`config.mk`:
```
export PLATFORM = sky130hd
export DESIGN_NAME = multicycle_control_fsm
export DESIGN_NICKNAME = d
export VERILOG_FILES = /design/src/rtl/multicycle_control_fsm.sv
export SDC_FILE = /design/constraint.sdc
export NUM_CORES = 1
export LEC_CHECK = 0
export ABC_AREA = 0
export BUFFER_PORTS_ARGS = -buffer_cell sky130_fd_sc_hd__buf_2
export CAP_MARGIN = 20
export CORE_ASPECT_RATIO = 0.75
export CORE_MARGIN = 2
export CORE_UTILIZATION = 42
export DETAILED_ROUTE_END_ITERATION = 10
export GPL_ROUTABILITY_DRIVEN = 0
export PLACE_DENSITY = 0.74
export SYNTH_ARGS = -nofsm -noshare
export SYNTH_HDL_FRONTEND = slang
export SYNTH_SLANG_ARGS = --single-unit
```
`constraint.sdc`:
```
create_clock -name clk -period 1.35 [get_ports clk]
set_clock_uncertainty 0.15 [all_clocks]
set_input_delay 0.0675 -clock clk [delete_from_list [all_inputs] [get_ports clk]]
set_output_delay 0.0675 -clock clk [all_outputs]
set_load 0.05 [all_outputs]
```
`src/rtl/multicycle_control_fsm.sv`:
```
// Multicycle RISC-V control unit: fetch/decode/execute/writeback sequencing over a shared ALU and memory.
// Optional build macro ILLEGAL_TRAP_EN: unknown opcodes trap and raise a sticky illegal_instr flag.
module multicycle_control_fsm #(
  parameter bit HANDSHAKE    = 1'b1,
  parameter bit SUPPORT_JALR = 1'b1,
  parameter bit SUPPORT_LUI  = 1'b1
) (
  input  logic       clk,
  input  logic       rst,
  input  logic [6:0] op,
  input  logic       mem_ready,
  output logic       pc_update,
  output logic       branch,
  output logic       adr_src,
  output logic       mem_write,
  output logic       ir_write,
  output logic       reg_write,
  output logic [1:0] result_src,
  output logic [1:0] alu_src_a,
  output logic [1:0] alu_src_b,
  output logic [1:0] alu_op,
  output logic [2:0] imm_src,
  output logic       illegal_instr,
  output logic [3:0] state
);

  // state    | meaning
  // FETCH    | read instruction at PC, PC+4 -> PC
  // DECODE   | read registers, oldPC+imm -> ALUOut
  // MEMADR   | rs1+imm -> ALUOut
  // MEMREAD  | read data memory at ALUOut
  // MEMWB    | load data -> rd
  // MEMWRITE | write data memory at ALUOut
  // EXECR    | rs1 op rs2
  // EXECI    | rs1 op imm
  // ALUWB    | ALUOut -> rd
  // BEQ      | compare rs1/rs2, conditional PC write
  // JAL      | target -> PC, oldPC+4 -> ALUOut
  // JALR     | rs1+imm -> PC
  // JALRLINK | oldPC+4 -> ALUOut
  // LUI      | 0+imm -> ALUOut
  // TRAP     | illegal opcode, parked until reset
  typedef enum logic [3:0] {
    S_FETCH    = 4'd0,
    S_DECODE   = 4'd1,
    S_MEMADR   = 4'd2,
    S_MEMREAD  = 4'd3,
    S_MEMWB    = 4'd4,
    S_MEMWRITE = 4'd5,
    S_EXECR    = 4'd6,
    S_EXECI    = 4'd7,
    S_ALUWB    = 4'd8,
    S_BEQ      = 4'd9,
    S_JAL      = 4'd10,
    S_JALR     = 4'd11,
    S_JALRLINK = 4'd12,
    S_LUI      = 4'd13,
    S_TRAP     = 4'd15
  } state_t;

  state_t cur;
  state_t dec_next;
  state_t unknown_next;
  logic   rdy;

  assign rdy = HANDSHAKE ? mem_ready : 1'b1;

`ifdef ILLEGAL_TRAP_EN
  assign unknown_next = S_TRAP;
`else
  assign unknown_next = S_FETCH;
`endif

  always_comb begin
    dec_next = unknown_next;
    case (op)
      7'b0000011, 7'b0100011: dec_next = S_MEMADR;
      7'b0110011:             dec_next = S_EXECR;
      7'b0010011:             dec_next = S_EXECI;
      7'b1100011:             dec_next = S_BEQ;
      7'b1101111:             dec_next = S_JAL;
      7'b1100111:             dec_next = SUPPORT_JALR ? S_JALR : unknown_next;
      7'b0110111:             dec_next = SUPPORT_LUI ? S_LUI : unknown_next;
      default:                dec_next = unknown_next;
    endcase
  end

  always_ff @(posedge clk) begin
    if (rst) begin
      cur <= S_FETCH;
    end else begin
      case (cur)
        S_FETCH:    if (rdy) cur <= S_DECODE;
        S_DECODE:   cur <= dec_next;
        S_MEMADR:   cur <= op[5] ? S_MEMWRITE : S_MEMREAD;
        S_MEMREAD:  if (rdy) cur <= S_MEMWB;
        S_MEMWB:    cur <= S_FETCH;
        S_MEMWRITE: if (rdy) cur <= S_FETCH;
        S_EXECR:    cur <= S_ALUWB;
        S_EXECI:    cur <= S_ALUWB;
        S_ALUWB:    cur <= S_FETCH;
        S_BEQ:      cur <= S_FETCH;
        S_JAL:      cur <= S_ALUWB;
        S_JALR:     cur <= S_JALRLINK;
        S_JALRLINK: cur <= S_ALUWB;
        S_LUI:      cur <= S_ALUWB;
        S_TRAP:     cur <= S_TRAP;
        default:    cur <= S_FETCH;
      endcase
    end
  end

`ifdef ILLEGAL_TRAP_EN
  logic illegal_q;

  always_ff @(posedge clk) begin
    if (rst)
      illegal_q <= 1'b0;
    else if (cur == S_DECODE && dec_next == S_TRAP)
      illegal_q <= 1'b1;
  end

  assign illegal_instr = illegal_q & ~rst;
`else
  assign illegal_instr = 1'b0;
`endif

  // Strobes are decoded combinationally so a synchronous reset kills writes in the cycle it rises.
  always_comb begin
    pc_update  = 1'b0;
    branch     = 1'b0;
    adr_src    = 1'b0;
    mem_write  = 1'b0;
    ir_write   = 1'b0;
    reg_write  = 1'b0;
    result_src = 2'b00;
    alu_src_a  = 2'b00;
    alu_src_b  = 2'b00;
    alu_op     = 2'b00;
    if (!rst) begin
      case (cur)
        S_FETCH: begin
          alu_src_b  = 2'b10;
          result_src = 2'b10;
          ir_write   = rdy;
          pc_update  = rdy;
        end
        S_DECODE: begin
          alu_src_a = 2'b01;
          alu_src_b = 2'b01;
        end
        S_MEMADR: begin
          alu_src_a = 2'b10;
          alu_src_b = 2'b01;
        end
        S_MEMREAD: adr_src = 1'b1;
        S_MEMWB: begin
          result_src = 2'b01;
          reg_write  = 1'b1;
        end
        S_MEMWRITE: begin
          adr_src   = 1'b1;
          mem_write = 1'b1;
        end
        S_EXECR: begin
          alu_src_a = 2'b10;
          alu_op    = 2'b10;
        end
        S_EXECI: begin
          alu_src_a = 2'b10;
          alu_src_b = 2'b01;
          alu_op    = 2'b10;
        end
        S_ALUWB: reg_write = 1'b1;
        S_BEQ: begin
          alu_src_a = 2'b10;
          alu_op    = 2'b01;
          branch    = 1'b1;
        end
        S_JAL: begin
          alu_src_a = 2'b01;
          alu_src_b = 2'b10;
          pc_update = 1'b1;
        end
        S_JALR: begin
          alu_src_a  = 2'b10;
          alu_src_b  = 2'b01;
          result_src = 2'b10;
          pc_update  = 1'b1;
        end
        S_JALRLINK: begin
          alu_src_a = 2'b01;
          alu_src_b = 2'b10;
        end
        S_LUI: begin
          alu_src_a = 2'b11;
          alu_src_b = 2'b01;
        end
        default: ;
      endcase
    end
  end

  always_comb begin
    imm_src = 3'b000;
    case (op)
      7'b0100011: imm_src = 3'b001;
      7'b1100011: imm_src = 3'b010;
      7'b1101111: imm_src = 3'b011;
      7'b0110111: imm_src = SUPPORT_LUI ? 3'b100 : 3'b000;
      default:    imm_src = 3'b000;
    endcase
  end

  assign state = rst ? 4'd0 : cur;

endmodule
```
==> flow_metrics.env, run 1 <==
export IMPL_grt_worst_endpoint="cur[3]$_SDFFE_PP0P_/D"
export IMPL_synth_seq_cells=4
export IMPL_horizontal_die_dimension_um=52.25
export IMPL_hpwl_detailed_mm=1.982
export IMPL_failing_step="global routing"
export IMPL_synthesis_area_per_instance_um2=6.605
export IMPL_dpl_instance_area_um2=1220
export IMPL_numPortBuffers=30
export IMPL_initial_utilization_pct=43.34
export IMPL_htree_num_levels=1
export IMPL_ioPinCount=32
export IMPL_placement_rows=13
export IMPL_clock_path_buffers=2
export IMPL_synth_fp_nets=121
export IMPL_synth_seq_area_share_pct=10.92
export IMPL_floorplan_die_height_um=40.19
export IMPL_worst_endpoint_kind="register data pin"
export IMPL_postSynthCellCount=111
export IMPL_clkSinkCount=4
export IMPL_first_error="[ERROR DPL-0038] Utilization greater than 100%, impossible to legalize"
export IMPL_cts_root_buf="sky130_fd_sc_hd__clkbuf_4"
export IMPL_ys_warn_count=0
export IMPL_grt_max_degree=14
export IMPL_cts_inserted_buffers=3
export IMPL_dp_cells=179
export IMPL_post_synth_instance_area_um2=733.2
export IMPL_run_status="aborted with a tool error"
export IMPL_synth_cell_types=42
synth_stat cells:
library cell / instances / area (µm²)
sky130_fd_sc_hd__nand2_1: 9 / 33.78
sky130_fd_sc_hd__a211o_1: 1 / 8.760
sky130_fd_sc_hd__o22ai_1: 3 / 18.77
sky130_fd_sc_hd__nand2b_1: 3 / 18.77
sky130_fd_sc_hd__buf_6: 2 / 22.52
sky130_fd_sc_hd__mux2i_1: 2 / 20.02
sky130_fd_sc_hd__a32oi_1: 1 / 8.760
sky130_fd_sc_hd__a21oi_1: 6 / 30.03
sky130_fd_sc_hd__o21a_1: 1 / 7.510
sky130_fd_sc_hd__nor2_1: 12 / 45.04
sky130_fd_sc_hd__buf_2: 4 / 20.02
sky130_fd_sc_hd__a21o_1: 1 / 7.510
sky130_fd_sc_hd__inv_1: 4 / 15.01
sky130_fd_sc_hd__o211ai_1: 2 / 15.01
sky130_fd_sc_hd__o21ai_1: 4 / 20.02
sky130_fd_sc_hd__or4_1: 1 / 7.510
sky130_fd_sc_hd__o32ai_1: 1 / 8.760
sky130_fd_sc_hd__nor2b_1: 5 / 31.28
sky130_fd_sc_hd__nor4_1: 2 / 12.51
sky130_fd_sc_hd__or3_1: 2 / 12.51
sky130_fd_sc_hd__nor3_1: 6 / 30.03
sky130_fd_sc_hd__nand3_1: 5 / 25.02
sky130_fd_sc_hd__conb_1: 1 / 3.750
sky130_fd_sc_hd__and2_1: 2 / 12.51
sky130_fd_sc_hd__xor2_1: 4 / 35.03
sky130_fd_sc_hd__nand4_1: 1 / 6.260
sky130_fd_sc_hd__clkbuf_1: 3 / 11.26
sky130_fd_sc_hd__a2bb2oi_1: 2 / 17.52
sky130_fd_sc_hd__nor4b_2: 2 / 30.03
sky130_fd_sc_hd__nand4bb_1: 1 / 11.26
sky130_fd_sc_hd__nor3b_1: 2 / 15.01
sky130_fd_sc_hd__a221oi_1: 1 / 8.760
sky130_fd_sc_hd__nand4b_1: 1 / 8.760
sky130_fd_sc_hd__and3_1: 1 / 6.260
sky130_fd_sc_hd__a2111oi_0: 1 / 8.760
sky130_fd_sc_hd__buf_4: 3 / 22.52
sky130_fd_sc_hd__a22oi_1: 1 / 7.510
sky130_fd_sc_hd__dfxtp_1: 4 / 80.08
sky130_fd_sc_hd__a31oi_1: 1 / 6.260
sky130_fd_sc_hd__xnor2_1: 1 / 8.760
sky130_fd_sc_hd__nand3b_1: 1 / 7.510
sky130_fd_sc_hd__or2_1: 1 / 6.260
cell families after synthesis:
group | count (synthesis) | share of synthesized area [%]
AO/OA/AOI/OAI | 26 | 23.72
multiplexers | 2 | 2.730
other | 1 | 0.5115
buffers and inverters | 16 | 12.46
XOR/XNOR | 5 | 5.972
flip-flops | 4 | 10.92
AND/OR/NAND/NOR | 57 | 43.69
what timing repair did:
action                                 4_1_cts
endpoints found under the hold margin        1
pin swaps                                    5
buffers inserted                             7
resized for setup                           73
setup endpoints to repair                   22
hold buffers                                 1
through the flow:
step	TNS (ns)	setup WS, ns	hold slack (ns)
2_1_floorplan	-2.064	-0.2786	0.02976
3_3_place_gp	-3.361	-0.2349	0.2248
3_5_place_dp	-3.827	-0.2806	0.2235
4_1_cts	-3.558	-0.2922	0.02987
==> run 2: changes to the inputs <==
- CORE_AREA: default -> 2 2 63 65
- CORE_ASPECT_RATIO: 0.75 -> default
- CORE_MARGIN: 2 -> default
- CORE_UTILIZATION: 42 -> default
- DIE_AREA: default -> 0 0 65 67
- PLACE_DENSITY: 0.74 -> default
- PLACE_DENSITY_LB_ADDON: default -> 0.15
- clock period: 1.35 -> 1.8 ns (I/O delays scaled with it)
==> flow_metrics.env, run 2 <==
export IMPL_avgViaCountPerCell=4.755
export IMPL_layout_nets=152
export IMPL_cts_root_buf="sky130_fd_sc_hd__clkbuf_8"
export IMPL_finish_cell_count_without_fillers=188
export IMPL_finalPower_uw=438.4
export IMPL_holdCritStartpoint="mem_ready"
export IMPL_top_layer_used="met4"
export IMPL_postSynthCellCount=111
export IMPL_met3WireLength_um=75
export IMPL_worst_hold_path_num_cells=2
export IMPL_ioPinCount=32
export IMPL_floorplan_die_height_um=67
export IMPL_synth_seq_cells=4
export IMPL_drc_errors=0
export IMPL_post_route_cells_drive_above_1_share_pct=42.86
export IMPL_drt_first_iter_violations=51
export IMPL_post_synth_most_frequent_cells="12 x sky130_fd_sc_hd__nor2_1, 9 x sky130_fd_sc_hd__nand2_1, 6 x sky130_fd_sc_hd__a21oi_1, 6 x sky130_fd_sc_hd__nor3_1"
export IMPL_r2r_start="cur[1]$_SDFFE_PP0P_"
export IMPL_vias=894
export IMPL_clock_path_buffers=2
export IMPL_placement_rows=22
export IMPL_area_growth_synth_to_final_pct=47.44
export IMPL_routed_wl_met2_mm=1.154
export IMPL_synth_fp_nets=121
export IMPL_max_cap_violations=0
export IMPL_cp_required_ns=1.56
export IMPL_yosysMostFrequentCell="sky130_fd_sc_hd__nor2_1"
export IMPL_cts_inserted_buffers=3
export IMPL_fin_setup_tns_ns=0
export IMPL_mostFrequentLayoutCell="sky130_fd_sc_hd__buf_2"
export IMPL_numPortBuffers=30
export IMPL_dp_cells=185
export IMPL_post_synth_instance_area_um2=733.2
export IMPL_worstSkewPairLatency_ns=0.22
export IMPL_synth_async_reset_ratio_pct=0
export IMPL_fraction_of_the_cycle_the_final_worst_path_needs_pct=95.15
export IMPL_worst_hold_path_class="input pin to flop"
export IMPL_number_of_flip_flops_in_the_largest_register=4
export IMPL_slew_viol_final=0
export IMPL_synth_cell_types=42
export IMPL_arrival_ns=1.47
export IMPL_fmax_mhz=583.9
export IMPL_most_frequent_cells_in_the_layout="25 x sky130_fd_sc_hd__buf_2, 9 x sky130_fd_sc_hd__nor2_1, 9 x sky130_fd_sc_hd__nand2_1"
export IMPL_run_status="completed"
export IMPL_antenna_left=0
export IMPL_ys_warn_count=0
export IMPL_horizontal_die_dimension_um=65
export IMPL_hpwl_detailed_mm=1.858
export IMPL_clkSinkCount=4
export IMPL_full_die_area_um2=4355
export IMPL_register_ranked_first_by_flip_flop_count="cur"
export IMPL_synth_seq_area_share_pct=10.92
export IMPL_wirelength_mm=2.404
export IMPL_critical_path_peak_fanout=15
export IMPL_wire_per_inst_um=12.79
export IMPL_leading_post_synthesis_cells_by_cell_area="sky130_fd_sc_hd__dfxtp_1 11%, sky130_fd_sc_hd__nor2_1 6.1%, sky130_fd_sc_hd__xor2_1 4.8%, sky130_fd_sc_hd__nand2_1 4.6%, sky130_fd_sc_hd__nor2b_1 4.3%"
export IMPL_initial_utilization_pct=20.33
export IMPL_synth_enable_flop_cells=0
export IMPL_synthesis_area_per_instance_um2=6.605
export IMPL_dominant_synthesized_flop_cell="sky130_fd_sc_hd__dfxtp_1"
export IMPL_grt_setup_unrepaired="false"
export IMPL_timing_final_setup_violations=0
export IMPL_pwrdens_nw_per_um2=405.5
export IMPL_fp_coreArea_um2=3606
export IMPL_grt_antenna_before_repair=0
export IMPL_setup_worst_path_start_class="flop"
export IMPL_synth_top_area_share_pct=10.92
export IMPL_finalHoldWorstSlack_ns=0.03591
export IMPL_vias_in_the_first_global_route=884
export IMPL_endpoint_kind="output port"
export IMPL_crit_type="flop to output port"
export IMPL_grtUsageTotal_pct=12.06
export IMPL_drtPass1Iterations=4
export IMPL_antennaDiodeCount=0
export IMPL_report_final_hold_viol_count=0
export IMPL_startpoint="cur[3]$_SDFFE_PP0P_"
export IMPL_vdd_drop_max_mv=0.1240
export IMPL_dpl_instance_area_um2=975.9
export IMPL_r2r_slack_ns=0.14
export IMPL_stdcell_area_um2=1081
export IMPL_synthDominantAreaCellType="sky130_fd_sc_hd__dfxtp_1"
export IMPL_layout_top_registers="cur: 4 flops"
export IMPL_htree_num_levels=1
export IMPL_final_period_minus_worst_setup_slack_ns=1.713
export IMPL_first_pass_grt_wire_length_mm=4.057
export IMPL_grt_overflow_total=0
export IMPL_grt_max_degree=18
export IMPL_static_leakage_power_nw=0.4602
export IMPL_wl_met1_mm=1.146
export IMPL_tritoncts="yes"
export IMPL_worstRegToRegCells=5
export IMPL_clk_pin_slew_ns=0.03
[run 2: cell counts after synthesis]
Identical to the previous run, type by type.
[run 2: kinds of logic after synthesis]
family,count (synthesis),synth area share [%]
compound gates,26,23.72
xor+xnor,5,5.972
buf+inv,16,12.46
flops,4,10.92
mux,2,2.730
other cells,1,0.5115
simple gates,57,43.69
[run 2: report_power, final]
part / internal, mW / leakage [nW] / switching, mW
Combinational: 0.0538 / 0.404 / 0.0962
Clock: 0.143 / 0.0216 / 0.0488
Sequential: 0.0913 / 0.0343 / 0.00559
[run 2: stage by stage]
step	setup slack (ns)	util [%]
floorplan	-0.4358	-
finish	0.08728	29.98
CTS	-0.01430	28.73
detailed placement	0.1096	27.06
global route	0.007028	29.98
global placement	0.1031	27.06
[run 2: final timing paths]
check | end
max reg2reg | cur[3]$_SDFFE_PP0P_
max | alu_src_a[0]
min | cur[2]$_SDFFE_PP0P_
min reg2reg | cur[1]$_SDFFE_PP0P_
[run 2: cell type report]
cell class	count	area [µm²]
clock buffers	3	41.29
fillers	415	2525
inverters	4	15.01
multi-input cells	91	624.3
flip-flops and latches	4	85.08
well taps	48	60.06
repair buffers	38	255.2
[run 2: routing by layer]
layer  vias to the layer above  GRT usage [%]
met5                         -              0
met4                         0          7.181
met3                         3         0.5068
met2                        24          19.46
met1                       413          15.90
li1                        454              -
[run 2: timing repair]
item,4_1_cts,5_1_grt
hold buffers,0,0
setup buffers,0,0
setup endpoints to repair,7,10
resized for setup,7,12
[run 2: worst max-delay path: stages (launching register included)]
cell                        delay, ns
sky130_fd_sc_hd__dfxtp_2         0.34
sky130_fd_sc_hd__buf_12          0.15
sky130_fd_sc_hd__and2_2          0.23
sky130_fd_sc_hd__a21oi_2         0.13
sky130_fd_sc_hd__a2bb2oi_2       0.17
sky130_fd_sc_hd__nor2_2          0.04
sky130_fd_sc_hd__buf_4           0.19
Note: power is estimated with default switching activity, not from simulation.
==> run 3: changes to the inputs <==
- CORE_AREA: 2 2 63 65 -> 5 5 66 68
- DIE_AREA: 0 0 65 67 -> 0 0 71 73
- clock period: 1.8 -> 1.82 ns (I/O delays scaled with it)
==> flow_metrics.env, run 3 (synthesized netlist as in run 2, its figures left out) <==
export IMPL_fp_coreArea_um2=3799
export IMPL_avgViaCountPerCell=4.619
export IMPL_finalHoldWorstSlack_ns=0.05031
export IMPL_final_period_minus_worst_setup_slack_ns=1.745
export IMPL_full_die_area_um2=5183
export IMPL_critical_path_peak_fanout=19
export IMPL_setup_worst_path_start_class="flop"
export IMPL_fraction_of_the_cycle_the_final_worst_path_needs_pct=95.89
export IMPL_first_pass_grt_wire_length_mm=4.243
export IMPL_drtPass1Iterations=4
export IMPL_cts_root_buf="sky130_fd_sc_hd__clkbuf_8"
export IMPL_timing_final_setup_violations=0
export IMPL_worst_path_max_delay_cell="sky130_fd_sc_hd__dfxtp_2"
export IMPL_mostFrequentLayoutCell="sky130_fd_sc_hd__buf_2"
export IMPL_number_of_flip_flops_in_the_largest_register=4
export IMPL_vias_in_the_first_global_route=860
export IMPL_clkSinkCount=4
export IMPL_vias=873
export IMPL_cts_inserted_buffers=3
export IMPL_static_leakage_power_nw=0.4452
export IMPL_drc_errors=0
export IMPL_placement_rows=23
export IMPL_worstSkewPairLatency_ns=0.22
export IMPL_power_frac_clock_pct=44.9
export IMPL_pwrdens_nw_per_um2=405.2
export IMPL_crit_type="flop to output port"
export IMPL_slew_viol_final=0
export IMPL_cellInternalPower_uw=278.5
export IMPL_cp_required_ns=1.58
export IMPL_hpwl_detailed_mm=1.839
export IMPL_htree_num_levels=1
export IMPL_antenna_left=0
export IMPL_layout_top_registers="cur: 4 flops"
export IMPL_report_final_hold_viol_count=0
export IMPL_arrival_ns=1.50
export IMPL_grtUsageTotal_pct=10.11
export IMPL_post_route_cells_drive_above_1_share_pct=41.01
export IMPL_worst_hold_path_class="input pin to flop"
export IMPL_grt_max_degree=20
export IMPL_horizontal_die_dimension_um=71
export IMPL_initial_utilization_pct=19.30
export IMPL_antennaDiodeCount=0
export IMPL_fmax_mhz=573.0
export IMPL_switching_power_uw=149.4
export IMPL_power_switching_share_pct=34.91
export IMPL_finalPower_uw=427.9
export IMPL_power_frac_seq_pct=22.2
export IMPL_area_growth_synth_to_final_pct=44.03
export IMPL_wire_per_inst_um=12.77
export IMPL_ioPinCount=32
export IMPL_clk_pin_slew_ns=0.03
export IMPL_run_status="completed"
export IMPL_grt_overflow_total=0
export IMPL_max_cap_violations=0
export IMPL_register_ranked_first_by_flip_flop_count="cur"
export IMPL_pwr_share_comb_pct=33.0
export IMPL_grt_antenna_before_repair=0
export IMPL_numPortBuffers=30
export IMPL_vdd_drop_max_mv=0.1152
export IMPL_drt_first_iter_violations=60
export IMPL_grt_setup_unrepaired="true"
export IMPL_holdCritStartpoint="mem_ready"
export IMPL_endpoint_kind="output port"
export IMPL_startpoint="cur[3]$_SDFFE_PP0P_"
export IMPL_floorplan_die_height_um=73
export IMPL_clock_path_buffers=2
export IMPL_layout_nets=151
export IMPL_slowest_delay_ns=0.34
export IMPL_wirelength_mm=2.414
export IMPL_tritoncts="yes"
export IMPL_path_cells="buf_12, and2_1, a21oi_1, a2bb2oi_1, nor2_2, buf_4"
export IMPL_r2r_start="cur[1]$_SDFFE_PP0P_"
export IMPL_most_frequent_cells_in_the_layout="25 x sky130_fd_sc_hd__buf_2, 9 x sky130_fd_sc_hd__nor2_1, 9 x sky130_fd_sc_hd__nand2_1"
export IMPL_final_core_utilization_pct=27.80
[run 3: power by group through the flow]
| stage | registers (mW) | logic, mW | clock network (mW) |
|---|---|---|---|
| finish | 0.0949 | 0.141 | 0.192 |
| CTS | 0.0958 | 0.139 | 0.196 |
| floorplan | 0.0915 | 0.104 | 0 |
| global placement | 0.0969 | 0.136 | 0 |
| detailed placement | 0.0966 | 0.138 | 0 |
| global route | 0.0958 | 0.155 | 0.202 |
[run 3: worst paths after layout]
kind / to / slack [ns] / cells past startpoint
worst max-delay path: alu_src_a[0] / 0.07 / 6
worst max register to register: cur[3]$_SDFFE_PP0P_ / 0.20 / 5
worst min-delay path: cur[2]$_SDFFE_PP0P_ / 0.05 / 2
worst min register to register: cur[1]$_SDFFE_PP0P_ / 0.55 / 3
[run 3: per-stage QoR]
stage                TNS [ns]  instance area, µm²  setup WS (ns)  instances
floorplan              -1.733               757.0        -0.4168        111
global placement            0               955.9         0.1415        184
finish                      0                1056        0.07472        189
CTS                         0                1012        0.01257        187
detailed placement          0               955.9         0.1410        184
global route        -0.007686                1056      -0.007686        189
[run 3: worst max-delay path: cells and delay by family (launching register included)]
family / cells / cell delay [ns]
AND/OR/NAND/NOR: 2 / 0.25
buffers and inverters: 2 / 0.34
flip-flops: 1 / 0.34
AO/OA/AOI/OAI: 2 / 0.34
[run 3: layout make-up]
cell class / count / area, µm²
timing repair buffer: 37 / 240.2
multi-input combinational: 91 / 605.6
tap: 50 / 62.56
fill: 468 / 2743
inverter: 4 / 18.77
sequential: 4 / 87.58
clock buffer: 3 / 41.29
[run 3: layer usage]
metal  GRT usage (%)  share of wire (%)  vias to the layer above  wire length (µm)
met2           15.55                 44                       28              1062
met3           1.653                6.7                        4               162
li1                -                  -                      454                 -
met5               0                  0                        -                 0
met4           5.010                1.3                        0                31
met1           13.65                 48                      387              1157
[run 3: repair_timing]
| item | CTS | global route |
|---|---|---|
| hold buffers | 0 | 0 |
| cloned | 0 | 0 |
| hold endpoints to repair | 0 | 0 |
| buffers inserted | 0 | 2 |
| setup endpoints to repair | 6 | 9 |
| pin swaps | 0 | 0 |
| gates resized for setup | 5 | 11 |
==> run 4: changes to the inputs <==
- GPL_TIMING_DRIVEN: default -> 0
- PLACE_DENSITY: default -> 0.47
- PLACE_DENSITY_LB_ADDON: 0.15 -> default
==> flow_metrics.env, run 4 (synthesized netlist as in run 2, its figures left out) <==
export IMPL_clk_pin_slew_ns=0.03
export IMPL_timing_max_slew_rel_slack_pct=61.92
export IMPL_antennaDiodeCount=0
export IMPL_grt_setup_unrepaired="true"
export IMPL_run_status="completed"
export IMPL_grt_max_degree=11
export IMPL_numPortBuffers=28
export IMPL_worst_hold_path_class="input pin to flop"
export IMPL_first_pass_grt_wire_length_mm=3.967
export IMPL_fp_coreArea_um2=3799
export IMPL_worstSkewPairLatency_ns=0.22
export IMPL_stdcell_area_um2=1185
export IMPL_clkSinkCount=4
export IMPL_initial_utilization_pct=19.30
export IMPL_mostFrequentLayoutCell="sky130_fd_sc_hd__buf_2"
export IMPL_full_die_area_um2=5183
export IMPL_htree_num_levels=1
export IMPL_layout_nets=161
export IMPL_critical_path_peak_fanout=5
export IMPL_drtPass1Iterations=4
export IMPL_endpoint_kind="output port"
export IMPL_fraction_of_the_cycle_the_final_worst_path_needs_pct=95.87
export IMPL_static_leakage_power_nw=0.4965
export IMPL_grt_overflow_total=0
export IMPL_final_period_minus_worst_setup_slack_ns=1.745
export IMPL_wire_per_inst_um=12.88
export IMPL_post_route_cells_drive_above_1_share_pct=44.30
export IMPL_setup_worst_path_start_class="flop"
export IMPL_worst_slew_pin_slew_ns=0.5713
export IMPL_vdd_drop_max_mv=0.2110
export IMPL_area_growth_synth_to_final_pct=61.60
export IMPL_vias_in_the_first_global_route=879
export IMPL_arrival_ns=1.50
export IMPL_cp_required_ns=1.58
export IMPL_hpwl_detailed_mm=1.900
export IMPL_pwrdens_nw_per_um2=364.2
export IMPL_dpl_instance_area_um2=959.7
export IMPL_placement_rows=23
export IMPL_wirelength_mm=2.564
export IMPL_finish_cell_count_without_fillers=199
export IMPL_register_ranked_first_by_flip_flop_count="cur"
export IMPL_clock_path_buffers=2
export IMPL_slew_viol_final=0
export IMPL_antenna_left=0
export IMPL_most_frequent_cells_in_the_layout="19 x sky130_fd_sc_hd__buf_2, 12 x sky130_fd_sc_hd__buf_4, 9 x sky130_fd_sc_hd__buf_6, 9 x sky130_fd_sc_hd__nand2_1, 7 x sky130_fd_sc_hd__nor2_1"
export IMPL_cts_inserted_buffers=3
export IMPL_grtUsageTotal_pct=9.161
export IMPL_layout_top_registers="cur: 4 flops"
export IMPL_vias=950
export IMPL_avgViaCountPerCell=4.774
export IMPL_ioPinCount=32
export IMPL_cts_root_buf="sky130_fd_sc_hd__clkbuf_8"
export IMPL_dp_cells=189
export IMPL_max_cap_violations=0
export IMPL_drc_errors=0
export IMPL_timing_final_setup_violations=0
export IMPL_tritoncts="yes"
export IMPL_grt_antenna_before_repair=0
export IMPL_cts_hold_buf=0
export IMPL_crit_type="flop to output port"
export IMPL_horizontal_die_dimension_um=71
export IMPL_drt_first_iter_violations=29
export IMPL_report_final_hold_viol_count=0
export IMPL_floorplan_die_height_um=73
export IMPL_number_of_flip_flops_in_the_largest_register=4
export IMPL_fmax_mhz=573.1
run 4: changes by cell type in the layout (fill, tap and decap cells not counted), sizes merged:
cell	change
clkbuf	+4
buf	+6
run 4: worst paths after layout:
path / cells after the start / slack, ns / startpoint / to
worst max register to register: 6 / 0.12 / cur[2]$_SDFFE_PP0P_ / cur[2]$_SDFFE_PP0P_
worst min-delay path: 2 / 0.06 / mem_ready / cur[2]$_SDFFE_PP0P_
worst max-delay path: 5 / 0.08 / cur[3]$_SDFFE_PP0P_ / alu_op[1]
worst min register to register: 3 / 0.54 / cur[0]$_SDFFE_PP0P_ / cur[3]$_SDFFE_PP0P_
run 4: stage by stage:
stage                     hold slack, ns  utilization (%)   TNS (ns)  power, mW  worst slack [ns]
after floorplan                  0.06038                -     -1.733     0.1953           -0.4168
after global placement            0.2926            25.26          0     0.2329            0.1082
after detailed placement          0.2910            25.26          0     0.2352           0.08931
after CTS                        0.06206            28.00   -0.03590     0.4294          -0.03590
after global routing             0.05805            31.19  -0.004179     0.4601         -0.003771
final                            0.05707            31.19          0     0.4316           0.07510
run 4: per-layer routing:
metal  global-route usage [%]  wire length (µm)  share of wire [%]  up-vias
met3                    3.168               134                5.2        4
met2                    15.14              1255                 49       30
met1                    11.49              1154                 45      442
met4                    2.088                19               0.74        0
li1                         -                 -                  -      474
met5                        0                 0                  0        -
run 4: timing repair:
item                                    in CTS  in global routing
endpoints found under the setup margin       8                 10
resized for setup                           14                 21
pin swaps                                    1                  3
setup buffers                                3                  4
run 4: cell type report:
| type | instances | area (µm²) |
|---|---|---|
| Timing Repair Buffer | 35 | 230.2 |
| Sequential cell | 4 | 81.33 |
| Tap cell | 50 | 62.56 |
| Multi-Input combinational cell | 91 | 645.6 |
| Fill cell | 426 | 2614 |
| Inverter | 4 | 18.77 |
| Buffer | 12 | 105.1 |
| Clock buffer | 3 | 41.29 |
run 4: worst max-delay path, cell delays in order (launching register included):
cell and delay [ns]:
sky130_fd_sc_hd__dfxtp_2 0.33, sky130_fd_sc_hd__buf_6 0.12, sky130_fd_sc_hd__buf_4 0.14, sky130_fd_sc_hd__nand2b_1 0.22, sky130_fd_sc_hd__nor3_1 0.20, sky130_fd_sc_hd__clkbuf_4 0.27
run 4: report_power, final:
group	internal, mW	switching, mW
Sequential	0.0900	0.000684
Combinational	0.0558	0.103
Clock	0.141	0.0414
Total	0.286	0.145
